<file path="src/rtl/regfile_ctrl_pkg.sv">
// Shared types and helpers for the latch register-file port controller.
package regfile_ctrl_pkg;

  // Write sequencing states: setup -> latch strobe -> hold around each write.
  typedef enum logic [1:0] {
    IDLE   = 2'd0,
    SETUP  = 2'd1,
    STROBE = 2'd2,
    HOLD   = 2'd3
  } wstate_e;

  // Requester identifiers; also the D-bus mux select value for that requester.
  localparam logic REQ_A = 1'b0;
  localparam logic REQ_B = 1'b1;

  // One element of a one-hot decode of idx. Index 0 is the hardwired-zero
  // register, so it decodes to an all-zero vector.
  function automatic logic onehot_bit(input int idx, input int pos);
    return (idx != 0) && (idx == pos);
  endfunction

endpackage

</file>
<file path="src/rtl/regfile_read_decoder.sv">
// Registered one-hot read-port decoder with complementary tristate enables
// and a write-hazard flag aligned with the enables.
module regfile_read_decoder
  import regfile_ctrl_pkg::*;
#(
  parameter int NREGS = 32,
  parameter int AW    = $clog2(NREGS)
) (
  input  logic             clk,
  input  logic             rst_n,
  input  logic [AW-1:0]    ra,
  input  logic [AW-1:0]    waddr,
  input  logic             busy,
  output logic [NREGS-1:0] ren,
  output logic [NREGS-1:0] nren,
  output logic             rhaz
);

  logic [NREGS-1:0] dec;

  // Combinational one-hot decode of the read address.
  always_comb begin
    dec = '0;
    for (int k = 0; k < NREGS; k++) begin
      dec[k] = onehot_bit(int'(ra), k);
    end
  end

  // Register enables, complement and hazard so all three change together.
  always_ff @(posedge clk or negedge rst_n) begin
    if (!rst_n) begin
      ren  <= '0;
      nren <= '1;
      rhaz <= 1'b0;
    end else begin
      ren  <= dec;
      nren <= ~dec;
      rhaz <= busy && (waddr != '0) && (ra == waddr);
    end
  end

endmodule

</file>
<file path="src/rtl/regfile_port_controller.sv">
// Write-port arbiter and write sequencer for the latch-based register file,
// plus two registered read-port decoders.
//
// Handshake: a requester's write is taken on a rising edge where VALID and
// READY are both high. READY is combinational and only asserted in IDLE for
// the requester winning round-robin arbitration; VALID may drop before READY.
module regfile_port_controller
  import regfile_ctrl_pkg::*;
#(
  parameter int NREGS      = 32,
  parameter int AW         = $clog2(NREGS),
  parameter int STROBE_CYC = 1
) (
  input  logic             CLK,
  input  logic             nRST,
  input  logic             A_VALID,
  input  logic [AW-1:0]    A_ADDR,
  output logic             A_READY,
  input  logic             B_VALID,
  input  logic [AW-1:0]    B_ADDR,
  output logic             B_READY,
  output logic             WD_SEL,
  output logic             WBUSY,
  output logic [NREGS-1:0] LE,
  output logic [NREGS-1:0] nLE,
  input  logic [AW-1:0]    RA1,
  input  logic [AW-1:0]    RA2,
  output logic [NREGS-1:0] REN1,
  output logic [NREGS-1:0] REN2,
  output logic [NREGS-1:0] nREN1,
  output logic [NREGS-1:0] nREN2,
  output logic             RHAZ1,
  output logic             RHAZ2,
  output logic [1:0]       dbg_state
);

  wstate_e          state, state_n;
  logic             last, last_n;
  logic             wd_sel_n;
  logic [AW-1:0]    waddr, waddr_n;
  logic [2:0]       cnt, cnt_n;
  logic             grant;
  logic             accept;
  logic             busy_n;
  logic [NREGS-1:0] le_d;

  // Round-robin pick: a lone requester wins; on a tie the one not served last wins.
  always_comb begin
    grant = REQ_A;
    if (A_VALID && B_VALID) begin
      grant = (last == REQ_B) ? REQ_A : REQ_B;
    end else if (B_VALID) begin
      grant = REQ_B;
    end
  end

  assign A_READY = nRST && (state == IDLE) && A_VALID && (grant == REQ_A);
  assign B_READY = nRST && (state == IDLE) && B_VALID && (grant == REQ_B);
  assign accept  = A_READY || B_READY;

  // Next-state logic for the write sequencer; r0 writes are absorbed in IDLE.
  always_comb begin
    state_n  = state;
    last_n   = last;
    wd_sel_n = WD_SEL;
    waddr_n  = waddr;
    cnt_n    = cnt;
    case (state)
      IDLE: begin
        if (accept) begin
          waddr_n  = (grant == REQ_B) ? B_ADDR : A_ADDR;
          wd_sel_n = grant;
          last_n   = grant;
          state_n  = (waddr_n != '0) ? SETUP : IDLE;
        end
      end
      SETUP: begin
        state_n = STROBE;
        cnt_n   = 3'(STROBE_CYC - 1);
      end
      STROBE: begin
        if (cnt == 3'd0) begin
          state_n = HOLD;
        end else begin
          cnt_n = cnt - 3'd1;
        end
      end
      HOLD: begin
        state_n = IDLE;
      end
      default: begin
        state_n = IDLE;
      end
    endcase
  end

  // Latch enable for the next cycle: only the target cell, only in STROBE.
  always_comb begin
    le_d = '0;
    for (int k = 0; k < NREGS; k++) begin
      le_d[k] = (state_n == STROBE) && onehot_bit(int'(waddr_n), k);
    end
  end

  assign busy_n = (state_n != IDLE);

  // Sequencer and arbitration state registers.
  always_ff @(posedge CLK or negedge nRST) begin
    if (!nRST) begin
      state  <= IDLE;
      last   <= REQ_B;
      WD_SEL <= REQ_A;
      waddr  <= '0;
      cnt    <= 3'd0;
    end else begin
      state  <= state_n;
      last   <= last_n;
      WD_SEL <= wd_sel_n;
      waddr  <= waddr_n;
      cnt    <= cnt_n;
    end
  end

  // Registered complementary latch enables; reset closes every latch at once.
  always_ff @(posedge CLK or negedge nRST) begin
    if (!nRST) begin
      LE  <= '0;
      nLE <= '1;
    end else begin
      LE  <= le_d;
      nLE <= ~le_d;
    end
  end

  assign WBUSY     = (state != IDLE);
  assign dbg_state = state;

  regfile_read_decoder #(.NREGS(NREGS), .AW(AW)) u_rd1 (
    .clk   (CLK),
    .rst_n (nRST),
    .ra    (RA1),
    .waddr (waddr_n),
    .busy  (busy_n),
    .ren   (REN1),
    .nren  (nREN1),
    .rhaz  (RHAZ1)
  );

  regfile_read_decoder #(.NREGS(NREGS), .AW(AW)) u_rd2 (
    .clk   (CLK),
    .rst_n (nRST),
    .ra    (RA2),
    .waddr (waddr_n),
    .busy  (busy_n),
    .ren   (REN2),
    .nren  (nREN2),
    .rhaz  (RHAZ2)
  );

endmodule
</file>
<file path="config.mk">
export PLATFORM = sky130hd
export DESIGN_NAME = regfile_port_controller
export DESIGN_NICKNAME = d
export VERILOG_FILES = /design/src/rtl/regfile_ctrl_pkg.sv /design/src/rtl/regfile_read_decoder.sv /design/src/rtl/regfile_port_controller.sv
export SDC_FILE = /design/constraint.sdc
export NUM_CORES = 1
export LEC_CHECK = 0
export ABC_AREA = 1
export CORE_MARGIN = 5
export CORE_UTILIZATION = 42
export CTS_CLUSTER_SIZE = 16
export DETAILED_ROUTE_END_ITERATION = 8
export PLACE_DENSITY = 0.8
export SETUP_SLACK_MARGIN = 0.05
export SLEW_MARGIN = 10
export SYNTH_ARGS = -nofsm -noshare
export SYNTH_HDL_FRONTEND = slang
export SYNTH_SLANG_ARGS = --single-unit
</file>
<file path="constraint.sdc">
create_clock -name CLK -period 1.8 [get_ports CLK]
set_clock_uncertainty 0.05 [all_clocks]
set_input_delay 0.27 -clock CLK [delete_from_list [all_inputs] [get_ports CLK]]
set_output_delay 0.27 -clock CLK [all_outputs]
set_load 0.02 [all_outputs]
</file>
======== Word-level counts from Yosys, hierarchy flattened ========
Cells that the tools add are included.
Widths: inputs -> output; s select.
word-level totals
  register bits ........................... 206
  input port bits ......................... 24
  word-level logic and storage cells ...... 283
operators by class
  $add $sub $neg .......................... 1
  equal/unequal tests ..................... 100
  muxes and demuxes ....................... 12
  bitwise operators ....................... 4
  reductions and logical operators ........ 153
operators with widths
  kind                 count
  $eq 5x5->1 const B   48
  $logic_and 1x1->1    137
  $eq 5x4->1 const B   24
  $not 32->32          3
  $eq 5x3->1 const B   12
  $eq 5x2->1 const B   6
  $reduce_bool 5->1    5
  $eq 5x1->1 const B   3
  $logic_not 5->1      3
  $mux 5               3
  $eq 5x5->1           2
  $pmux 2 s4           1
  $eq 2x2->1 const B   3
  $pmux 3 s2           1
  $reduce_bool 2->1    3
  $mux 1               4
  $mux 2               2
  $reduce_and 2->1     2
  $logic_not 3->1      1
  $mux 3               1
  $sub 3x1->3 const B  1
  $eq 2x1->1 const B   1
  $logic_not 2->1      1
  $ne 2x2->1 const B   1
  other kinds (2)      2

======== Depth between registers and ports, before layout ========
  depth in word-level cells ............... 11
  depth in mapped cells ................... 14
  mapped depth without buffers ............ 14

======== Modules after synthesis ========
A second synthesis with hierarchy kept.
second synthesis, totals
  cell total of the unflattened synthesis .. 654
  area, all modules ....................... 7272.0 µm²
modules (own cells, without submodules)
  module                   instances  cells an instance  area an instance (µm²)  seq. area each (µm²)
  regfile_read_decoder     2          188                2142.1                  1615.3
  regfile_port_controller  1          278                2987.9                  1891.8

======== Worst setup path after synthesis ========
OpenSTA, ideal clock, no wires.
  path type ............................... register to register
  start point ............................. register state[0], in the netlist dbg_state[0]
  end point ............................... register LE[26]
  arrival time ............................ 1952 ps
  data required time ...................... 1688 ps
  setup slack ............................. -263 ps
  stages on the path, launching flop included .. 14
  buffers on the path ..................... 1
  period minus slack after synthesis ...... 2063 ps
  cell sequence ........................... dfrtp_1 -> inv_1 -> ha_1 -> nand2_1 -> nor2_2 -> nor2_1 -> nor2_1 -> nand3_1 -> nand2_2 -> nand2_4 -> nor2_8 -> buf_6 -> nand2_1 -> inv_2
on the way
  elaborated cells on any way between the ends .. 20
RTL lines
  what                            RTL line                        RTL
  start: declaration              regfile_port_controller.sv:37   wstate_e state, state_n;
  start signal: assignment        regfile_port_controller.sv:116  state <= state_n;
  $logic_not 2->1                 regfile_port_controller.sv:58   assign B_READY = nRST && (state == IDLE) && B_VALID && (grant == REQ_B);
  $logic_and 1x1->1 (3 in a row)  regfile_port_controller.sv:58
  via B_READY                     regfile_port_controller.sv:21   output logic B_READY,
  $logic_or 1x1->1                regfile_port_controller.sv:59   assign accept = A_READY || B_READY;
  $mux 2                          regfile_port_controller.sv:70   if (accept) begin
  $pmux 2 s4                      regfile_port_controller.sv:68   case (state)
  via state_n[0]                  regfile_port_controller.sv:37
  $eq 2x2->1                      regfile_port_controller.sv:101  le_d[k] = (state_n == STROBE) && onehot_bit(int'(waddr_n), k);
  $logic_and 1x1->1               regfile_port_controller.sv:101
  via le_d[26]                    regfile_port_controller.sv:45   logic [NREGS-1:0] le_d;
  end signal: assignment          regfile_port_controller.sv:130  LE <= le_d;
  end: declaration                regfile_port_controller.sv:24   output logic [NREGS-1:0] LE,
The timed path passes the listed nets, and every way through them passes these cells.
A chain may end at the register's enable or synchronous reset.

======== Final worst setup path ========
  start point ............................. register state[0], in the netlist dbg_state[0]
  end point ............................... register LE[11]
on the way
  longest elaborated chain between the ends .. 10
  elaborated cells on any way between the ends .. 20
RTL lines
  what                                               RTL line                                                                                     RTL
  $logic_not 2->1                                    regfile_port_controller.sv:57, regfile_port_controller.sv:58, regfile_port_controller.sv:68
  $logic_and 1x1->1                                  regfile_port_controller.sv:57, regfile_port_controller.sv:58
  $logic_and 1x1->1 (on tied branches) (2 in a row)  regfile_port_controller.sv:57, regfile_port_controller.sv:58
  $logic_or 1x1->1                                   regfile_port_controller.sv:59
  $mux 5                                             regfile_port_controller.sv:70
  $mux 5                                             regfile_port_controller.sv:68
  $eq 5x5->1 or $reduce_bool 5->1 (tied branches)    regfile_ctrl_pkg.sv:19                                                                       return (idx != 0) && (idx == pos);
  $logic_and 1x1->1                                  regfile_ctrl_pkg.sv:19
  $logic_and 1x1->1 (*)                              regfile_port_controller.sv:101
  via le_d[11]                                       regfile_port_controller.sv:45
The timed path passes the listed nets; every way through them passes the cells marked *.

==> results.md <==
- Status: complete, but fails checks
- Violated checks: setup timing
- Leading register cell type out of synthesis: dfrtp_1
- # DRC: 0
- Post-synth top area share: 0.3624
- Power Total: 14,030 uW
- Gr usage total: 0.1992
- Starting Density: 0.4261
- Largest net degree at the start of global routing: 142
- Worst slew pin tran: 0.7212 ns
- Clk buf depth: 2
- Seq/Total Area, Yosys: 0.6998
- Critical Path RT: 2.12 ns
- Power Dens Cells: 1253 nW/um^2
- Avg WL per Cell: 16.04 um
- Placed cell count: 1,185
- Initial antenna violation count: 0
- Fin cells: 1,232
- Most frequent cell after synthesis: nor2_1
- Root buf cell: clkbuf_16
- Max_cap viols: 0
- P_leak: 0.005292 uW
- Async set-reset flop share out of synthesis: 1.000
- Synthesized area per cell: 10.53 um^2
- Core ar.: 17,180 um^2
- First-pass GRT wire length: 30.97 mm
- Via Count: 5,464
- Final wirelength: 19.76 mm
- RSZ-0062 raised after global routing: yes
- DR iter-0 viols: 255
- Synthesized instance count: 695
- Worst-Skew Late Latency: 0.43 ns
- Yosys warning total: 0
- TritonCTS Buffers: 17
- Row Count: 48
- Fin. max-slew vios: 0
- Cell accounting for the most synthesized area: dfrtp_1
- Syn Std Cell Area: 7320 um^2
- Synth top area cells: dfrtp_1 36%, dfstp_2 34%, nor2_1 7.0%, inv_1 6.3%, nand2_1 4.8%
- Die height: 142.0 um
- Pre-CTS WS: -0.4491 ns
- Final setup viols: 65
- Fmax: 0.5054 GHz
- Final count of hold timing violations: 0
- Antenna Violating Nets Remaining: 0
- ANT cells: 0
- Crit Path Category: register to register
- Worst Path Arrival: 2.30 ns
- Final Wtd Congestion: 0.8751
- Hold Buf Count CTS: 0
- Fin crit share: 1.099
- Post-synth EDFFs: 0
- Fillers: 1,337
- Share of cells above drive strength 1: 0.3059
- # nets final: 1,024
- CTS sink cnt: 200
- GRT overflow: 0
- Post-route setup slack: -0.1788 ns
- DR pass1 iterations: 4
- Worst hold-check slack: 0.1000 ns
- Peak VDD IR: 0.0008753 V
- R2r worst-path depth: 13
- Synthesis-stage register bit count: 200
- Startpoint types: register
- Normalized max-slew margin: 0.5192
- Worst-path clk slew: 0.07 ns
- Final min period: 1.979 ns
- Detail Placement HPWL: 14.38 mm
- Port Buffers: 217
- Post-synth cell types: 27
- Worst Setup End Kind: register
- # IOs: 224
- Final core utilization: 0.6521
- Vias in the first global route: 5,858
- Area of the die: 20,170 um^2
- TritonCTS clock tree: yes
- Die X: 142.0 um
- Via/cell ratio: 4.435
- Area growth, synth to finish: 53.03%
- Crit-path max FO: 7
- H-tree depth: 4
- Worst min-delay path class: primary input to async pin
- Post-synth top cells: 136 x nor2_1, 123 x inv_1, 106 x dfrtp_1
what timing repair did:
| item | in CTS | in global routing |
|---|---|---|
| pin swaps | 22 | 11 |
| endpoints found under the setup margin | 164 | 84 |
| cloned | 2 | 0 |
| buffers inserted | 12 | 3 |
| gates resized for setup | 144 | 49 |
through the flow:
step / cell area (um^2) / setup TNS, ns
after floorplan: 7450 / -0.5975
after global placement: 10300 / -22.06
after detailed placement: 10300 / -24.62
after CTS: 11030 / -6.349
after global routing: 11200 / -15.07
final: 11200 / -7.473
layout by cell type (no fill, tap or decap), types with 16 or more instances in the layout:
cell,count
inv_2,24
nand2_1,77
nor2_4,16
clkdlybuf4s50_1,99
dfstp_2,94
dlygate4sd2_1,97
inv_1,119
nor2_1,118
dfrtp_1,104
buf_4,63
nand3_1,44
dlymetal6s2s_1,17
nand2_2,18
clkbuf_16,17
cell families (layout without fill, tap and decap cells):
logic type                 Yosys count  count (layout)  synth area share
AOI/OAI and AO/OA                    7               7          0.005127
xor gates and xnor gates             1               1          0.001197
adders and majority gates            6               6           0.01026
buffers and inverters              168             475           0.09419
DFF                                200             200            0.6998
other                                2               6          0.001026
and+or+nand+nor                    311             312            0.1884
worst max-delay path: stages, from the launching register on:
cell and delay (ns):
dfrtp_2 0.43, inv_4 0.07, ha_4 0.14, nand2_4 0.07
nor2_4 0.14, inv_6 0.08, buf_6 0.12, nand3b_1 0.14
nand2_4 0.11, nor2_4 0.16, nand2_1 0.14, nor2_1 0.14
nand2_2 0.08, inv_2 0.04
power breakdown:
part	internal [uW]	switching [uW]	total, uW	leakage (uW)
clock network	2110	1770	3880	0.000297
logic	2230	2950	5180	0.00255
registers	4860	119	4980	0.00244
total	9200	4840	14000	0.00529
state kept, by name (all words and copies together) (netlist names):
| name | cells |
|---|---|
| LE | 31 |
| WD_SEL | 1 |
| cnt | 3 |
| dbg_state | 2 |
| last | 1 |
| nLE | 31 |
| u_rd1.nren | 31 |
| u_rd1.ren | 31 |
| u_rd1.rhaz | 1 |
| u_rd2.nren | 31 |
| u_rd2.ren | 31 |
| u_rd2.rhaz | 1 |
| waddr | 5 |
final cells by class:
| cell class | instances | area, um^2 | area share |
|---|---|---|---|
| flip-flops and latches | 200 | 5125 | 0.4576 |
| repair buffers | 295 | 2805 | 0.2504 |
| multi-input cells | 332 | 1807 | 0.1613 |
| inverters | 148 | 573.1 | 0.05116 |
| clock buffers | 17 | 425.4 | 0.03798 |
| well taps | 225 | 281.5 | 0.02513 |
| clock inverters | 15 | 183.9 | 0.01642 |
final timing paths:
path	from	to	slack (ns)
worst max-delay path	dbg_state[0]	LE[11]	-0.18
worst min-delay path	nRST	u_rd1.rhaz	0.10
worst max register to register	dbg_state[0]	LE[11]	-0.18
worst min register to register	WD_SEL	WD_SEL	0.42
max in group asynchronous	nRST	dbg_state[1]	1.06
min in group CLK	WD_SEL	WD_SEL	0.42
per-layer routing:
metal	vias up	GRT usage	wire length, um
met4	0	0.04697	257
met5	-	0	0
li1	2611	-	-
met3	21	0.07628	1697
met1	2646	0.2383	7513
met2	186	0.3421	10300
Note: power is estimated with default switching activity, not from simulation.
==> RTL edit 1: new RTL, same settings <==
`NREGS` is set to 32 in 2 places; all go to 64.
--- a/src/rtl/regfile_read_decoder.sv
+++ b/src/rtl/regfile_read_decoder.sv
@@ -3,7 +3,7 @@
 module regfile_read_decoder
   import regfile_ctrl_pkg::*;
 #(
-  parameter int NREGS = 32,
+  parameter int NREGS = 64,
   parameter int AW    = $clog2(NREGS)
 ) (
   input  logic             clk,
--- a/src/rtl/regfile_port_controller.sv
+++ b/src/rtl/regfile_port_controller.sv
@@ -7,7 +7,7 @@
 module regfile_port_controller
   import regfile_ctrl_pkg::*;
 #(
-  parameter int NREGS      = 32,
+  parameter int NREGS      = 64,
   parameter int AW         = $clog2(NREGS),
   parameter int STROBE_CYC = 1
 ) (
Ports: changed (10 resized); port bits go from 224 to 420. No check against the original RTL was run, so the function may have changed too.
==> RTL edit 1 against the original RTL <==
- the flow still finishes with violations (setup timing)
- global-route usage grew 4.2 points
- worst setup slack got worse by 0.41 ns
- first-iteration DRC count rose to 2.8 times the old value
- power rose by 94%
- utilization grew 1.9 points
- cell area rose by 89%
- worst hold slack improved by 0.18 ns
- sequential cell count is 193 higher
- clock power is 100% higher
- routed wire length grew 140%
- combinational power is 92% higher
- area after synthesis up 84%
- largest power group unchanged
==> RTL edit 1: results (changes against the original RTL) <==
IO Port Bufs: 413 (was 217)
number of fill cells: 2274 (was 1337)
Max Buffers Root-to-Sink: 3 (was 2)
r2r endpoint: LE[23] (was LE[11])
maximum vdd drop: 0.00117 V (was 0.000875 V)
initial antenna violation count: 4 (was 0)
first-pass GRT wire length: 66200 µm (was 31000 µm)
WP data arrival: 2.76 ns (was 2.30 ns)
GRT Util Overall: 24.1% (was 19.9%)
Tightest Hold Check Type: in -> reg (was in -> async)
final setup vio count: 132 (was 65)
worst setup margin: -0.593 ns (was -0.179 ns)
Seq/Total Area, Yosys: 74.9% (was 70.0%)
dpl hpwl: 30100 µm (was 14400 µm)
Clock Root Buffer: clkbuf_16 (unchanged)
share of cells above drive strength 1: 32.1% (was 30.6%)
clock latency on the worst-skew pair: 0.52 ns (was 0.43 ns)
Crit Path Max Fanout: 9 (was 7)
met2 wire length: 25300 µm (was 10300 µm)
yosys warns: 0 (unchanged)
violated checks: setup timing (unchanged)
Rel. slew slack: 58.6% (was 51.9%)
highest metal used: met5 (was met4)
R2R depth: 13 (unchanged)
vias per inst: 4.84 (was 4.44)
worst r2r src: last (was dbg_state[0])
dpl ws: -0.708 ns (was -0.449 ns)
status: complete, but fails checks (unchanged)
M1 WL: 16600 µm (was 7510 µm)
clock-pin slew on the worst setup and hold paths: 0.07 ns (about the same)
post-synthesis cell type count: 25 (was 27)
Final nets: 1772 (was 1024)
Met3 Wirelength: 3460 µm (was 1700 µm)
drt total wl: 47600 µm (was 19800 µm)
Leakage: 10.1 nW (was 5.29 nW)
synth cell count leaders: inv_1 (227), dfrtp_1 (203), nor2_1 (202) (was nor2_1 (136), inv_1 (123), dfrtp_1 (106))
CTS Buf Count: 39 (was 17)
Starting DRT DRC Count: 716 (was 255)
H-Tree Level Count: 2 (was 4)
vias in the first global route: 11097 (was 5858)
Hold EP: last
TritonRoute pass-1 iters: 5 (was 4)
Final Wtd Congestion: 0.862 (was 0.875)
synth top area cells: dfrtp_1 (38%), dfstp_2 (37%), inv_1 (6.3%), nor2_1 (5.6%), nand2_1 (4.6%) (was dfrtp_1 (36%), dfstp_2 (34%), nor2_1 (7.0%), inv_1 (6.3%), nand2_1 (4.8%))
largest net degree at the start of global routing: 188 (was 142)
RTL edit 1: cell count changes in the layout (fill, tap and decap cells not counted), sizes merged, moves of 62 or more:
| cell | delta |
|---|---|
| dfrtp | +97 |
| dlygate4sd2 | +255 |
| nor2 | +72 |
| buf | +62 |
| dfstp | +96 |
| nand2 | +68 |
| inv | +77 |
| clkdlybuf4s50 | -73 |
RTL edit 1: per-stage QoR:
step           hold slack (ns)  std cells  cell area, µm²  TNS, ns
2_1_floorplan          -0.0756       1173           13600   -21.98
3_3_place_gp             0.257       2057           18900   -63.16
3_5_place_dp             0.261       2057           18900   -70.26
4_1_cts                  0.222       2160           20600   -30.81
5_1_grt                  0.284       2174           21200   -64.00
6_report                 0.283       2174           21200   -57.63
RTL edit 1: layout make-up:
cell class / count / share of cell area, %
Timing Repair Buffer: 557 / 25.1
Clock inverter: 11 / 0.502
Antenna cell: 3 / 0.0355
Inverter: 230 / 4.24
Clock buffer: 61 / 5.39
Multi-Input combinational cell: 517 / 14.8
Sequential cell: 393 / 47.6
Tap cell: 402 / 2.38
RTL edit 1: worst max path at each step:
stage / slack (ns) / end / cells after the start / from
6_report: -0.59 / LE[23] / 13 / last
3_3_place_gp: -0.67 / LE[58] / 10 / A_VALID
2_1_floorplan: -0.20 / LE[14] / 15 / dbg_state[1]
4_1_cts: -0.30 / A_READY / 8 / dbg_state[0]
5_1_grt: -0.61 / LE[23] / 13 / last
3_5_place_dp: -0.71 / LE[58] / 10 / A_VALID
RTL edit 1: timing repair:
| action | CTS | global route |
|---|---|---|
| cloned | 9 | 4 |
| resized for setup | 542 | 123 |
| hold buffers | 1 | 0 |
| pin swaps | 23 | 54 |
| buffers inserted | 22 | 11 |
| setup endpoints to repair | 515 | 290 |
| endpoints found under the hold margin | 17 | 0 |
RTL edit 1: report_power, final:
part / switching, mW / leakage, nW / internal [mW]
registers: 0.147 / 4.81 / 9.22
logic: 5.94 / 4.69 / 4.01
clock network: 3.39 / 0.614 / 4.54
total: 9.48 / 10.1 / 17.8
RTL edit 1: kinds of logic (layout without fill, tap and decap cells):
family,count (synthesis),after routing,synth area share (%)
and+or+nand+nor,496,497,16.2
adders and majority gates,6,6,0.558
AOI/OAI and AO/OA,8,8,0.298
other,2,9,0.0559
DFF,393,393,74.9
buffers and inverters,264,859,7.99
RTL edit 1: critical path: stages (launching register included):
cell and delay, ns:
dfstp_2 0.55, nand2_4 0.08, nand2_4 0.10, buf_6 0.13, nand2_2 0.06, nand2_2 0.09
nand2_1 0.11, nor2_1 0.16, nand2_1 0.12, nand2_2 0.12, nand3_4 0.11, buf_12 0.18
clkbuf_16 0.19, nor3_2 0.25
RTL edit 1: per-layer routing:
layer,up-vias,GRT usage [%]
li1,4581,-
met5,-,0
met2,507,43.4
met1,5291,27.5
met3,137,6.21
met4,2,9.36
==> RTL edit 2: new RTL, same flow settings <==
Made on the original files. `waddr` no longer has a reset.
--- a/src/rtl/regfile_port_controller.sv
+++ b/src/rtl/regfile_port_controller.sv
@@ -110,15 +110,17 @@
       state  <= IDLE;
       last   <= REQ_B;
       WD_SEL <= REQ_A;
-      waddr  <= '0;
       cnt    <= 3'd0;
     end else begin
       state  <= state_n;
       last   <= last_n;
       WD_SEL <= wd_sel_n;
-      waddr  <= waddr_n;
       cnt    <= cnt_n;
     end
+  end
+
+  always_ff @(posedge CLK) begin
+    waddr <= waddr_n;
   end
 
   // Registered complementary latch enables; reset closes every latch at once.
Behaviour: same outputs for any inputs over 10 cycles, from zero or initial values and one cycle with nRST low; that may be too few to reach the edited logic, so the function may still have changed.
==> RTL edit 2 against the original RTL <==
- the run still ends with setup timing left
- critical path depth is 1 lower
- first-iteration DRC count is 3.5% lower
- global-route usage is 0.18 points lower
- power hardly changed
- worst setup slack worse by 0.0082 ns
- count of clock-buffer cells in the layout is 2 higher
- cell area is 0.37% higher
- die area is 0.32% lower
- fmax is 0.41% lower
- routed wire length is 0.28% higher
- area after synthesis is 0.34% lower
- sequential cell count stayed put
- critical path type unchanged
- critical endpoint is now LE[6]
- highest routed layer unchanged
==> RTL edit 2: results (changes against the original RTL) <==
drt total wl: 19800 µm (about the same)
Final Wtd Congestion: 0.845 (was 0.875)
GRT Util Overall: 19.7% (was 19.9%)
R2R depth: 12 (was 13)
synth cell count leaders: nor2_1 (136), inv_1 (123), dfrtp_1 (101) (was nor2_1 (136), inv_1 (123), dfrtp_1 (106))
Slew @ Worst Pin: 0.818 ns (was 0.721 ns)
Placed Cells incl. Taps: 1182 (was 1185)
synth top area cells: dfrtp_1 (35%), dfstp_2 (34%), nor2_1 (7.0%), inv_1 (6.3%), nand2_1 (4.8%) (was dfrtp_1 (36%), dfstp_2 (34%), nor2_1 (7.0%), inv_1 (6.3%), nand2_1 (4.8%))
Starting DRT DRC Count: 246 (was 255)
r2r endpoint: LE[6] (was LE[11])
final setup vio count: 65 (unchanged)
Post-Syn Instances: 695 (unchanged)
worst setup margin: -0.187 ns (was -0.179 ns)
status: complete, but fails checks (unchanged)
Crit-path slowest cell: dfstp_2 (was dfrtp_2)
clock latency on the worst-skew pair: 0.43 ns (about the same)
first-pass GRT wire length: 30800 µm (was 31000 µm)
post-synthesis cell type count: 28 (was 27)
H-Tree Level Count: 4 (unchanged)
share of cells above drive strength 1: 32.3% (was 30.6%)
CP Launch Type: register (unchanged)
vias in the first global route: 5850 (was 5858)
clock-pin slew on the worst setup and hold paths: 0.07 ns (about the same)
initial antenna violation count: 0 (unchanged)
IO Port Bufs: 217 (unchanged)
CTS Buf Count: 17 (unchanged)
largest net degree at the start of global routing: 128 (was 142)
vias per inst: 4.46 (was 4.44)
CP delay by family, top: simple AND/OR/NAND/NOR gates (unchanged)
Crit Path Max Fanout: 7 (unchanged)
slowest stage delay, CP: 0.55 ns (was 0.43 ns)
TritonRoute pass-1 iters: 5 (was 4)
Final nets: 1020 (was 1024)
async set or reset register ratio after synthesis: 97.5% (was 100%)
maximum vdd drop: 0.00113 V (was 0.000875 V)
Vias: 5476 (was 5464)
Tightest Hold Check Type: in -> async (unchanged)
DP Area: 10200 µm² (was 10300 µm²)
worst r2r src: last (was dbg_state[0])
Leakage: 5.26 nW (was 5.29 nW)
Max Buffers Root-to-Sink: 2 (unchanged)
dpl hpwl: 14400 µm (about the same)
WHS: 0.0350 ns (was 0.100 ns)
Clock Root Buffer: clkbuf_16 (unchanged)
Seq/Total Area, Yosys: 69.9% (was 70.0%)
Synth Flop Type: dfrtp_1 (unchanged)
violated checks: setup timing (unchanged)
RTL edit 2: cell count changes in the layout (fill, tap and decap cells not counted), sizes merged:
cell,before,now
dfxtp,0,5
clkinv,6,4
buf,81,75
clkbuf,18,23
inv,154,155
dlymetal6s2s,17,13
dfrtp,106,101
dlygate4sd2,97,100
bufinv,2,1
RTL edit 2: worst max-delay path by stage:
stage          endpoint  cells after the start
2_1_floorplan    LE[12]                     13
3_3_place_gp     LE[28]                     12
3_5_place_dp     LE[28]                     12
4_1_cts          LE[10]                     14
5_1_grt           LE[6]                     14
6_report          LE[6]                     12
RTL edit 2: worst reg2reg max path, cell delays in order (launching register included):
cell,delay [ns]
dfstp_2,0.55
nand2_4,0.07
buf_6,0.13
nand3_4,0.15
buf_6,0.13
nand3_4,0.09
nand2_8,0.12
inv_6,0.05
nor2_4,0.12
nand2_1,0.13
nor2_1,0.19
nand2_2,0.09
inv_2,0.05
RTL edit 2: kinds of logic after synthesis:
family                     after synthesis  share of synthesized area [%]
and+or+nand+nor                        311                           18.9
adders and majority gates                6                           1.03
DFF                                    200                           69.9
xor gates and xnor gates                 1                          0.120
buffers and inverters                  168                           9.45
other                                    2                          0.103
AOI/OAI and AO/OA                        7                          0.514
RTL edit 2: area by class of cell:
cell class / instances / area, µm²
Fill cell: 1340 / 5930
Clock buffer: 19 / 453
Inverter: 148 / 573
Timing Repair Buffer: 291 / 2770
Tap cell: 225 / 282
Multi-Input combinational cell: 332 / 1940
Sequential cell: 200 / 5100
Clock inverter: 13 / 131
RTL edit 2: timing repair:
| item | 4_1_cts | 5_1_grt |
|---|---|---|
| endpoints found under the hold margin | 0 | 0 |
| buffers inserted | 4 | 8 |
| cloned | 0 | 3 |
| pin swaps | 16 | 20 |
| gates resized for setup | 166 | 68 |
| setup endpoints to repair | 168 | 82 |
RTL edit 2: routing by layer:
metal  part of all wire [%]  wire length [µm]  track usage (%)  vias up
met4                    2.2               429             7.58        0
met1                     40              7940             23.9     2642
li1                       -                 -                -     2604
met2                     51             10100             33.4      199
met5                      0                 0                0        -
met3                    7.0              1390             5.76       31
RTL edit 2: through the flow:
step / worst slack, ns / setup TNS, ns
6_report: -0.187 / -7.08
5_1_grt: -0.283 / -14.00
4_1_cts: -0.187 / -7.02
3_5_place_dp: -0.451 / -24.62
3_3_place_gp: -0.399 / -21.87
2_1_floorplan: -0.0295 / -0.597
RTL edit 2: power by group:
group	leakage [nW]	switching, mW	internal, mW	total [mW]
combinational	2.55	3.12	2.19	5.31
sequential	2.43	0.118	4.86	4.98
clock	0.289	1.73	2.03	3.75
